[src/rtl/alu_op_sequencer_pkg.sv]
// alu_seq_pkg
//   Shared definitions for the ALU instruction sequencer:
//   - ALU opcode constants understood by the datapath ALU
//   - sequencer state encoding (also exported on the debug port)
//   - opcode classification helpers (unary / wide-result / legal)
//   - a small integer max helper used for counter sizing
package alu_seq_pkg;

    // ALU opcodes
    localparam int unsigned OP_ADD  = 0;
    localparam int unsigned OP_SUB  = 1;
    localparam int unsigned OP_AND  = 2;
    localparam int unsigned OP_OR   = 3;
    localparam int unsigned OP_SHR  = 4;
    localparam int unsigned OP_SHRA = 5;
    localparam int unsigned OP_SHL  = 6;
    localparam int unsigned OP_ROR  = 7;
    localparam int unsigned OP_ROL  = 8;
    localparam int unsigned OP_MUL  = 9;
    localparam int unsigned OP_DIV  = 10;
    localparam int unsigned OP_NEG  = 11;
    localparam int unsigned OP_NOT  = 12;

    // Highest opcode the ALU implements; everything above is rejected.
    localparam int unsigned OP_LAST = OP_NOT;

    localparam int STATE_W = 3;

    typedef enum logic [STATE_W-1:0] {
        S_IDLE   = 3'd0,
        S_LOAD_Y = 3'd1,
        S_ALU    = 3'd2,
        S_ZLO    = 3'd3,
        S_ZHI    = 3'd4,
        S_DONE   = 3'd5
    } seq_state_e;

    // Unary ops take their single operand straight off the bus in the ALU
    // cycle, so Y is never loaded for them.
    function automatic bit is_unary(input int unsigned op);
        return (op == OP_NEG) || (op == OP_NOT);
    endfunction

    // Wide ops produce a 2-word result that goes to LO/HI instead of Rc.
    function automatic bit is_wide(input int unsigned op);
        return (op == OP_MUL) || (op == OP_DIV);
    endfunction

    function automatic bit is_legal(input int unsigned op);
        return op <= OP_LAST;
    endfunction

    function automatic int max_int(input int a, input int b);
        return (a > b) ? a : b;
    endfunction

endpackage

[src/rtl/alu_op_sequencer_reg_select_decoder.sv]
// reg_select_decoder
//   Binary register index to one-hot register strobe vector.
//   Ports:
//     en      in   1         gate; all outputs low when 0
//     idx     in   IDX_W     register index
//     onehot  out  NUM_REGS  one-hot strobe (all zero for idx >= NUM_REGS)
module reg_select_decoder #(
    parameter int NUM_REGS = 16,
    parameter int IDX_W    = $clog2(NUM_REGS)
) (
    input  logic                en,
    input  logic [IDX_W-1:0]    idx,
    output logic [NUM_REGS-1:0] onehot
);

    always_comb begin
        onehot = '0;
        for (int i = 0; i < NUM_REGS; i++) begin
            if (en && (idx == IDX_W'(i))) begin
                onehot[i] = 1'b1;
            end
        end
    end

endmodule

[src/rtl/alu_op_sequencer.sv]
// alu_op_sequencer
//   Steps the register-transfer datapath through one instruction
//   Rz = Ra op Rb, emitting register, Y/Z/HI/LO strobes and the ALU opcode
//   as a Moore machine (every output is a decode of registered state).
//
//   Request handshake: a request is accepted on a rising Clock edge where
//   the sequencer is IDLE (busy=0) and start=1; op/ra/rb/rc are captured at
//   that edge and ignored afterwards. start is ignored whenever busy=1,
//   including the DONE cycle. Completion is a single-cycle done pulse with
//   err qualifying it. There is no queuing.
//
//   Ports:
//     Clock                      in   rising-edge clock
//     clear                      in   asynchronous active-low reset
//     start                      in   request, sampled only in IDLE
//     op                         in   ALU opcode (alu_seq_pkg constants)
//     ra, rb, rc                 in   source A, source B, destination index
//     reg_out                    out  one-hot register-to-bus enable
//     reg_in                     out  one-hot bus-to-register load
//     yin                        out  load Y from bus
//     zhighin, zlowin            out  load Z from ALU result
//     zhighout, zlowout          out  drive Z halves onto bus
//     hiin, loin                 out  load HI / LO from bus
//     alu_op                     out  opcode presented to the ALU
//     busy                       out  high in every state except IDLE
//     done                       out  one-cycle completion pulse
//     err                        out  request was rejected (valid with done)
//     state_dbg                  out  current sequencer state
module alu_op_sequencer
    import alu_seq_pkg::*;
#(
    parameter int DATA_W   = 32,
    parameter int NUM_REGS = 16,
    parameter int OP_W     = 5,
    parameter int MUL_LAT  = 1,
    parameter int DIV_LAT  = 1,
    parameter int IDX_W    = $clog2(NUM_REGS)
) (
    input  logic                Clock,
    input  logic                clear,
    input  logic                start,
    input  logic [OP_W-1:0]     op,
    input  logic [IDX_W-1:0]    ra,
    input  logic [IDX_W-1:0]    rb,
    input  logic [IDX_W-1:0]    rc,
    output logic [NUM_REGS-1:0] reg_out,
    output logic [NUM_REGS-1:0] reg_in,
    output logic                yin,
    output logic                zhighin,
    output logic                zlowin,
    output logic                zhighout,
    output logic                zlowout,
    output logic                hiin,
    output logic                loin,
    output logic [OP_W-1:0]     alu_op,
    output logic                busy,
    output logic                done,
    output logic                err,
    output seq_state_e          state_dbg
);

    localparam int MAX_LAT = max_int(MUL_LAT, DIV_LAT);
    localparam int CNT_W   = $clog2(MAX_LAT) + 1;

    // The opcode must fit on the datapath word; register file and latency
    // bounds are structural limits of the sequencer.
    if ((OP_W > DATA_W) || (OP_W > 32) || (NUM_REGS < 2) || (NUM_REGS > 32) ||
        (MUL_LAT < 1) || (DIV_LAT < 1)) begin : g_param_check
        $error("alu_op_sequencer: illegal parameter combination");
    end

    seq_state_e         state;
    seq_state_e         state_next;

    logic [OP_W-1:0]    op_q;
    logic [IDX_W-1:0]   ra_q;
    logic [IDX_W-1:0]   rb_q;
    logic [IDX_W-1:0]   rc_q;
    logic               err_q;
    logic [CNT_W-1:0]   cnt;

    // Request classification, evaluated on the live inputs in IDLE.
    logic               req_unary;
    logic               req_wide;
    logic               req_bad;

    // Classification of the latched instruction.
    logic               cur_unary;
    logic               cur_wide;

    logic               out_en;
    logic [IDX_W-1:0]   out_idx;
    logic               in_en;
    logic [IDX_W-1:0]   in_idx;

    function automatic logic idx_bad(input logic [IDX_W-1:0] idx);
        return 32'(idx) >= 32'(NUM_REGS);
    endfunction

    // ALU hold time minus one; the counter runs down to zero and the final
    // ALU cycle is the one with cnt == 0.
    function automatic logic [CNT_W-1:0] lat_m1(input int unsigned o);
        if (o == OP_MUL) begin
            return CNT_W'(MUL_LAT - 1);
        end else if (o == OP_DIV) begin
            return CNT_W'(DIV_LAT - 1);
        end else begin
            return '0;
        end
    endfunction

    assign req_unary = is_unary(32'(op));
    assign req_wide  = is_wide(32'(op));
    // Only indices the instruction actually uses can make it illegal:
    // unary ops ignore rb, wide ops ignore rc.
    assign req_bad   = !is_legal(32'(op)) || idx_bad(ra) ||
                       (!req_unary && idx_bad(rb)) ||
                       (!req_wide  && idx_bad(rc));

    assign cur_unary = is_unary(32'(op_q));
    assign cur_wide  = is_wide(32'(op_q));

    // ---------------------------------------------------------------
    // State register
    // ---------------------------------------------------------------
    always_ff @(posedge Clock or negedge clear) begin
        if (!clear) begin
            state <= S_IDLE;
        end else begin
            state <= state_next;
        end
    end

    // ---------------------------------------------------------------
    // Instruction latch and ALU hold counter
    // ---------------------------------------------------------------
    always_ff @(posedge Clock or negedge clear) begin
        if (!clear) begin
            op_q  <= '0;
            ra_q  <= '0;
            rb_q  <= '0;
            rc_q  <= '0;
            err_q <= 1'b0;
            cnt   <= '0;
        end else begin
            if ((state == S_IDLE) && start) begin
                op_q  <= op;
                ra_q  <= ra;
                rb_q  <= rb;
                rc_q  <= rc;
                err_q <= req_bad;
            end

            // Load on ALU entry. Unary ops enter straight from IDLE, where
            // the opcode is still only on the input pins.
            if ((state_next == S_ALU) && (state != S_ALU)) begin
                cnt <= lat_m1((state == S_IDLE) ? 32'(op) : 32'(op_q));
            end else if ((state == S_ALU) && (cnt != '0)) begin
                cnt <= cnt - CNT_W'(1);
            end
        end
    end

    // ---------------------------------------------------------------
    // Next-state logic
    // ---------------------------------------------------------------
    always_comb begin
        state_next = state;
        case (state)
            S_IDLE: begin
                if (start) begin
                    if (req_bad) begin
                        state_next = S_DONE;
                    end else if (req_unary) begin
                        state_next = S_ALU;
                    end else begin
                        state_next = S_LOAD_Y;
                    end
                end
            end
            S_LOAD_Y: state_next = S_ALU;
            S_ALU: begin
                if (cnt == '0) begin
                    state_next = S_ZLO;
                end
            end
            S_ZLO:   state_next = cur_wide ? S_ZHI : S_DONE;
            S_ZHI:   state_next = S_DONE;
            S_DONE:  state_next = S_IDLE;
            default: state_next = S_IDLE;
        endcase
    end

    // ---------------------------------------------------------------
    // Output decode (Moore)
    // ---------------------------------------------------------------
    always_comb begin
        out_en   = 1'b0;
        out_idx  = ra_q;
        in_en    = 1'b0;
        in_idx   = rc_q;
        yin      = 1'b0;
        zhighin  = 1'b0;
        zlowin   = 1'b0;
        zhighout = 1'b0;
        zlowout  = 1'b0;
        hiin     = 1'b0;
        loin     = 1'b0;
        alu_op   = '0;
        busy     = (state != S_IDLE);
        done     = 1'b0;
        err      = 1'b0;
        case (state)
            S_LOAD_Y: begin
                out_en = 1'b1;
                yin    = 1'b1;
            end
            S_ALU: begin
                out_en  = 1'b1;
                out_idx = cur_unary ? ra_q : rb_q;
                alu_op  = op_q;
                // Z captures only once the multi-cycle result has settled.
                if (cnt == '0) begin
                    zlowin  = 1'b1;
                    zhighin = 1'b1;
                end
            end
            S_ZLO: begin
                zlowout = 1'b1;
                if (cur_wide) begin
                    loin = 1'b1;
                end else begin
                    in_en = 1'b1;
                end
            end
            S_ZHI: begin
                zhighout = 1'b1;
                hiin     = 1'b1;
            end
            S_DONE: begin
                done = 1'b1;
                err  = err_q;
            end
            default: ;
        endcase
    end

    assign state_dbg = state;

    reg_select_decoder #(
        .NUM_REGS (NUM_REGS),
        .IDX_W    (IDX_W)
    ) u_out_dec (
        .en     (out_en),
        .idx    (out_idx),
        .onehot (reg_out)
    );

    reg_select_decoder #(
        .NUM_REGS (NUM_REGS),
        .IDX_W    (IDX_W)
    ) u_in_dec (
        .en     (in_en),
        .idx    (in_idx),
        .onehot (reg_in)
    );

endmodule

[config.mk]
export PLATFORM = sky130hd
export DESIGN_NAME = alu_op_sequencer
export DESIGN_NICKNAME = d
export VERILOG_FILES = /design/src/rtl/alu_op_sequencer_pkg.sv /design/src/rtl/alu_op_sequencer_reg_select_decoder.sv /design/src/rtl/alu_op_sequencer.sv
export SDC_FILE = /design/constraint.sdc
export NUM_CORES = 1
export LEC_CHECK = 0
export CORE_MARGIN = 8
export CORE_UTILIZATION = 50
export DETAILED_ROUTE_END_ITERATION = 6
export DONT_BUFFER_PORTS = 1
export GPL_TIMING_DRIVEN = 0
export PLACE_DENSITY = 0.68
export SYNTH_ARGS = -nofsm -noshare
export SYNTH_HDL_FRONTEND = slang
export SYNTH_SLANG_ARGS = --single-unit
export TNS_END_PERCENT = 10
[constraint.sdc]
create_clock -name Clock -period 2 [get_ports Clock]
set_input_delay 0.4 -clock Clock [delete_from_list [all_inputs] [get_ports Clock]]
set_output_delay 0.4 -clock Clock [all_outputs]
set_load 0.02 [all_outputs]
==> results.md <==
* Pwr Total at 4.09 mW
* Reg-to-reg endpoint: cnt$_DFFE_PN0P_
* DP Cell Count at 188
* Hold_sp: op[3]
* Main combinational cell family by area after synthesis: simple AND/OR/NAND/NOR gates
* DP Worst Slack at -0.715 ns
* Slew margin rel. at 0.344
* Slew Limit Fails at 0
* Final non-filler cell total at 216
* CP required at 1.60 ns
* Count of final hold-check violations at 0
* Starting density of the core at 0.508
* Worst-case vdd ir drop at 0.000979 V
* Initial antenna violation count at 0
* Syn Nets at 175
* Detailed Routing Iterations Pass 1 at 4
* WP data arrival at 2.47 ns
* Max Cap Viol at 0
* Area share of the largest cell type after synthesis at 0.367
* Footprint of the multi-input gates at 0.00136 sq mm
* RSZ-0062 raised after global routing: true
* Number of CTS-inserted buffers at 3
* Yosys synthesis warning count at 0
* PortBufs at 0
* Post-Synth XOR/XNOR Area at 0.00583
* Yosys top cell by area: dfrtp_1
* Post-Syn Instances at 155
* Setup violators final at 42
* Mux contribution to synthesized area at 0.135
* Final WS setup at -0.867 ns
* Fmax at 349 MHz
* Mapped Area at 0.00150 sq mm
* Pin count of the biggest net entering global routing at 23
* Routed vias at 1457
* Fin util at 0.785
* Layout cells sized above 1 at 0.645
* Sequential area share after synthesis at 0.367
* DRT iter0 DRCs at 120
* Row cnt at 20
* Pleak at 1.02 nW
* Reg2reg path depth at 8
* Clock latency on the worst-skew pair at 0.32 ns
* Fin nets at 204
* Area Growth Syn to Fin at 54.4%
* Gr usage total at 0.194
* Drt drc at 0
* Antenna diodes at 0
* Failing checks: negative setup slack
* Antenna Nets Post-Route at 0
* Hold EP: op_q[3]$_DFFE_PN0P_
* Fin crit period at 2.87 ns
* Core ar. at 0.00295 sq mm
* TritonCTS clock tree: done
* Post-Route WL at 5.32 mm
* Avg WL per Cell at 24.6 microns
* R2r setup slk at 0.04 ns
* Clk sink count at 22
* Crit share post-route at 1.43
* Synth Area in Compound Gates at 0.184
* Reg-to-reg startpoint: state_dbg[0]$_DFF_PN0_
* Crit path launch type: register
* Cell variety after synth at 38
* Total grt overflow at 0
* Setup CP Type: register to output pin
* Root cell of the clock tree: clkbuf_4
* Worst-case clock buffer depth at 2
* Avg Inst Size Synth at 9.69 sq um
* GPL Wtd Cong at 0.887
* Post-DP HPWL at 3.26 mm
* Fillcell total at 173
* Hold path cells at 1
* Crit-path max FO at 5
* Vias per cell at 6.75
* Reg area at 556 sq um
* I/O pin count at 70
* Chip Width at 70.8 microns
* Post-synthesis adder-cell area fraction at 0
* Synth top area cells: dfrtp_1 (37%), mux2_2 (13%), a221oi_1 (9.3%)
* Slew at the pin closest to its max-slew limit at 0.980 ns
* CP endpoint kind: output pin
* Hold Slack at 0.207 ns
* DIE AREA at 0.00501 sq mm
* H-tree depth at 1
* Vias in the first global route at 1434
* Die span in y at 70.8 microns
* Worst hold-check path type: primary input to register
* Reg clk slew, reported paths at 0.13 ns
* Synthesized flop and latch total at 22
* Clock Skew at 0.0166 ns
* Pwr dens at 1760 mW/mm^2
* Synth Area in Simple Gates at 0.266
* Status: complete, but fails checks
* First-pass GRT wire length at 7.76 mm
[metrics by stage]
| step | cell area (sq um) | TNS, ns |
|---|---|---|
| finish | 2320 | -23.80 |
| global route | 2320 | -27.36 |
| CTS | 2070 | -24.75 |
| detailed placement | 1740 | -20.44 |
| global placement | 1740 | -19.21 |
| floorplan | 1700 | -7.98 |
[area by class of cell]
class                      instances  share of cell area
buffer                             9              0.0443
inverter                           3             0.00486
tap                               33              0.0178
clock buffer                       4              0.0157
multi-input combinational        121               0.587
sequential                        22               0.240
timing repair buffer              24              0.0907
[where the power goes]
group / internal, mW / switching (mW) / leakage, nW
Clock: 0.111 / 0.138 / 0.0210
Combinational: 1.14 / 1.70 / 0.742
Sequential: 0.670 / 0.330 / 0.259
Total: 1.92 / 2.17 / 1.02
[critical path, cell delays in order, from the launching register on]
cell and delay [ns]:
dfrtp_2 0.51, buf_6 0.16, or3b_4 0.41, or4_4 0.60
a221oi_4 0.46
[cell usage after synthesis]
cell type / count
nand4b_1: 4
buf_2: 3
or3b_1: 2
nand3b_1: 4
and3b_1: 2
a21oi_1: 4
o31a_1: 1
or3b_2: 1
buf_6: 1
buf_4: 2
nor2b_1: 5
dfrtp_1: 22
mux2_1: 1
nand3_1: 1
or3b_4: 1
or3_1: 1
nand4_1: 2
nor3_1: 4
o21ai_0: 7
mux2_2: 17
nand2_1: 3
o31ai_1: 1
a311oi_1: 1
a21oi_4: 1
nand2b_1: 5
and2_1: 7
xnor2_1: 1
nor4_1: 1
or4_4: 2
nor2_1: 16
inv_1: 3
o211ai_1: 3
o21ai_1: 2
nor2_2: 1
nor3b_1: 3
a21o_1: 1
clkbuf_1: 3
a221oi_1: 16
[placed cells by master, fill, tap and decap left out, types with 5 or more instances in the layout]
master and instances:
nand2b_1 5, nor2b_1 5, mux2_2 17, nor2_4 5
nor2_2 10, a221oi_4 16, dfrtp_1 18, and2_4 7
buf_6 8, buf_4 21, o21ai_4 5
[state kept, by name (all words and copies together) (netlist names)]
| name | flops |
|---|---|
| rb_q | 4 |
| in_idx | 4 |
| state_dbg | 3 |
| ra_q | 4 |
| err_q | 1 |
| cnt | 1 |
| op_q | 5 |
[repair_timing]
item / CTS / global route
hold buffers: 1 / 0
endpoints found under the setup margin: 59 / 53
hold endpoints to repair: 22 / 0
pin swaps: 11 / 10
setup buffers: 8 / 15
gates cloned: 0 / 0
gates resized for setup: 52 / 41
[kinds of logic after synthesis]
group                  count (synthesis)
multiplexers                          18
AO/OA/AOI/OAI                         37
XOR/XNOR                               1
flip-flops                            22
AND/OR/NAND/NOR                       65
buffers and inverters                 12
[how the worst max path moves through the flow]
stage,slack [ns],cells past startpoint,from,endpoint
final,-0.87,4,state_dbg[0]$_DFF_PN0_,reg_out[4]
after global routing,-0.90,4,state_dbg[0]$_DFF_PN0_,reg_out[4]
after CTS,-0.81,4,state_dbg[0]$_DFF_PN0_,reg_out[12]
after detailed placement,-0.72,5,state_dbg[1]$_DFF_PN0_,reg_out[13]
after global placement,-0.67,5,state_dbg[1]$_DFF_PN0_,reg_out[13]
after floorplan,-0.35,4,state_dbg[0]$_DFF_PN0_,reg_out[1]
[per-layer routing]
| metal | vias up | global-route usage | routed length, microns |
|---|---|---|---|
| li1 | 651 | - | - |
| met1 | 730 | 0.240 | 2170 |
| met2 | 72 | 0.321 | 2680 |
| met3 | 4 | 0.0607 | 436 |
| met4 | 0 | 0.0416 | 28 |
| met5 | - | 0 | 0 |
Power figures use the tool's default switching activity.
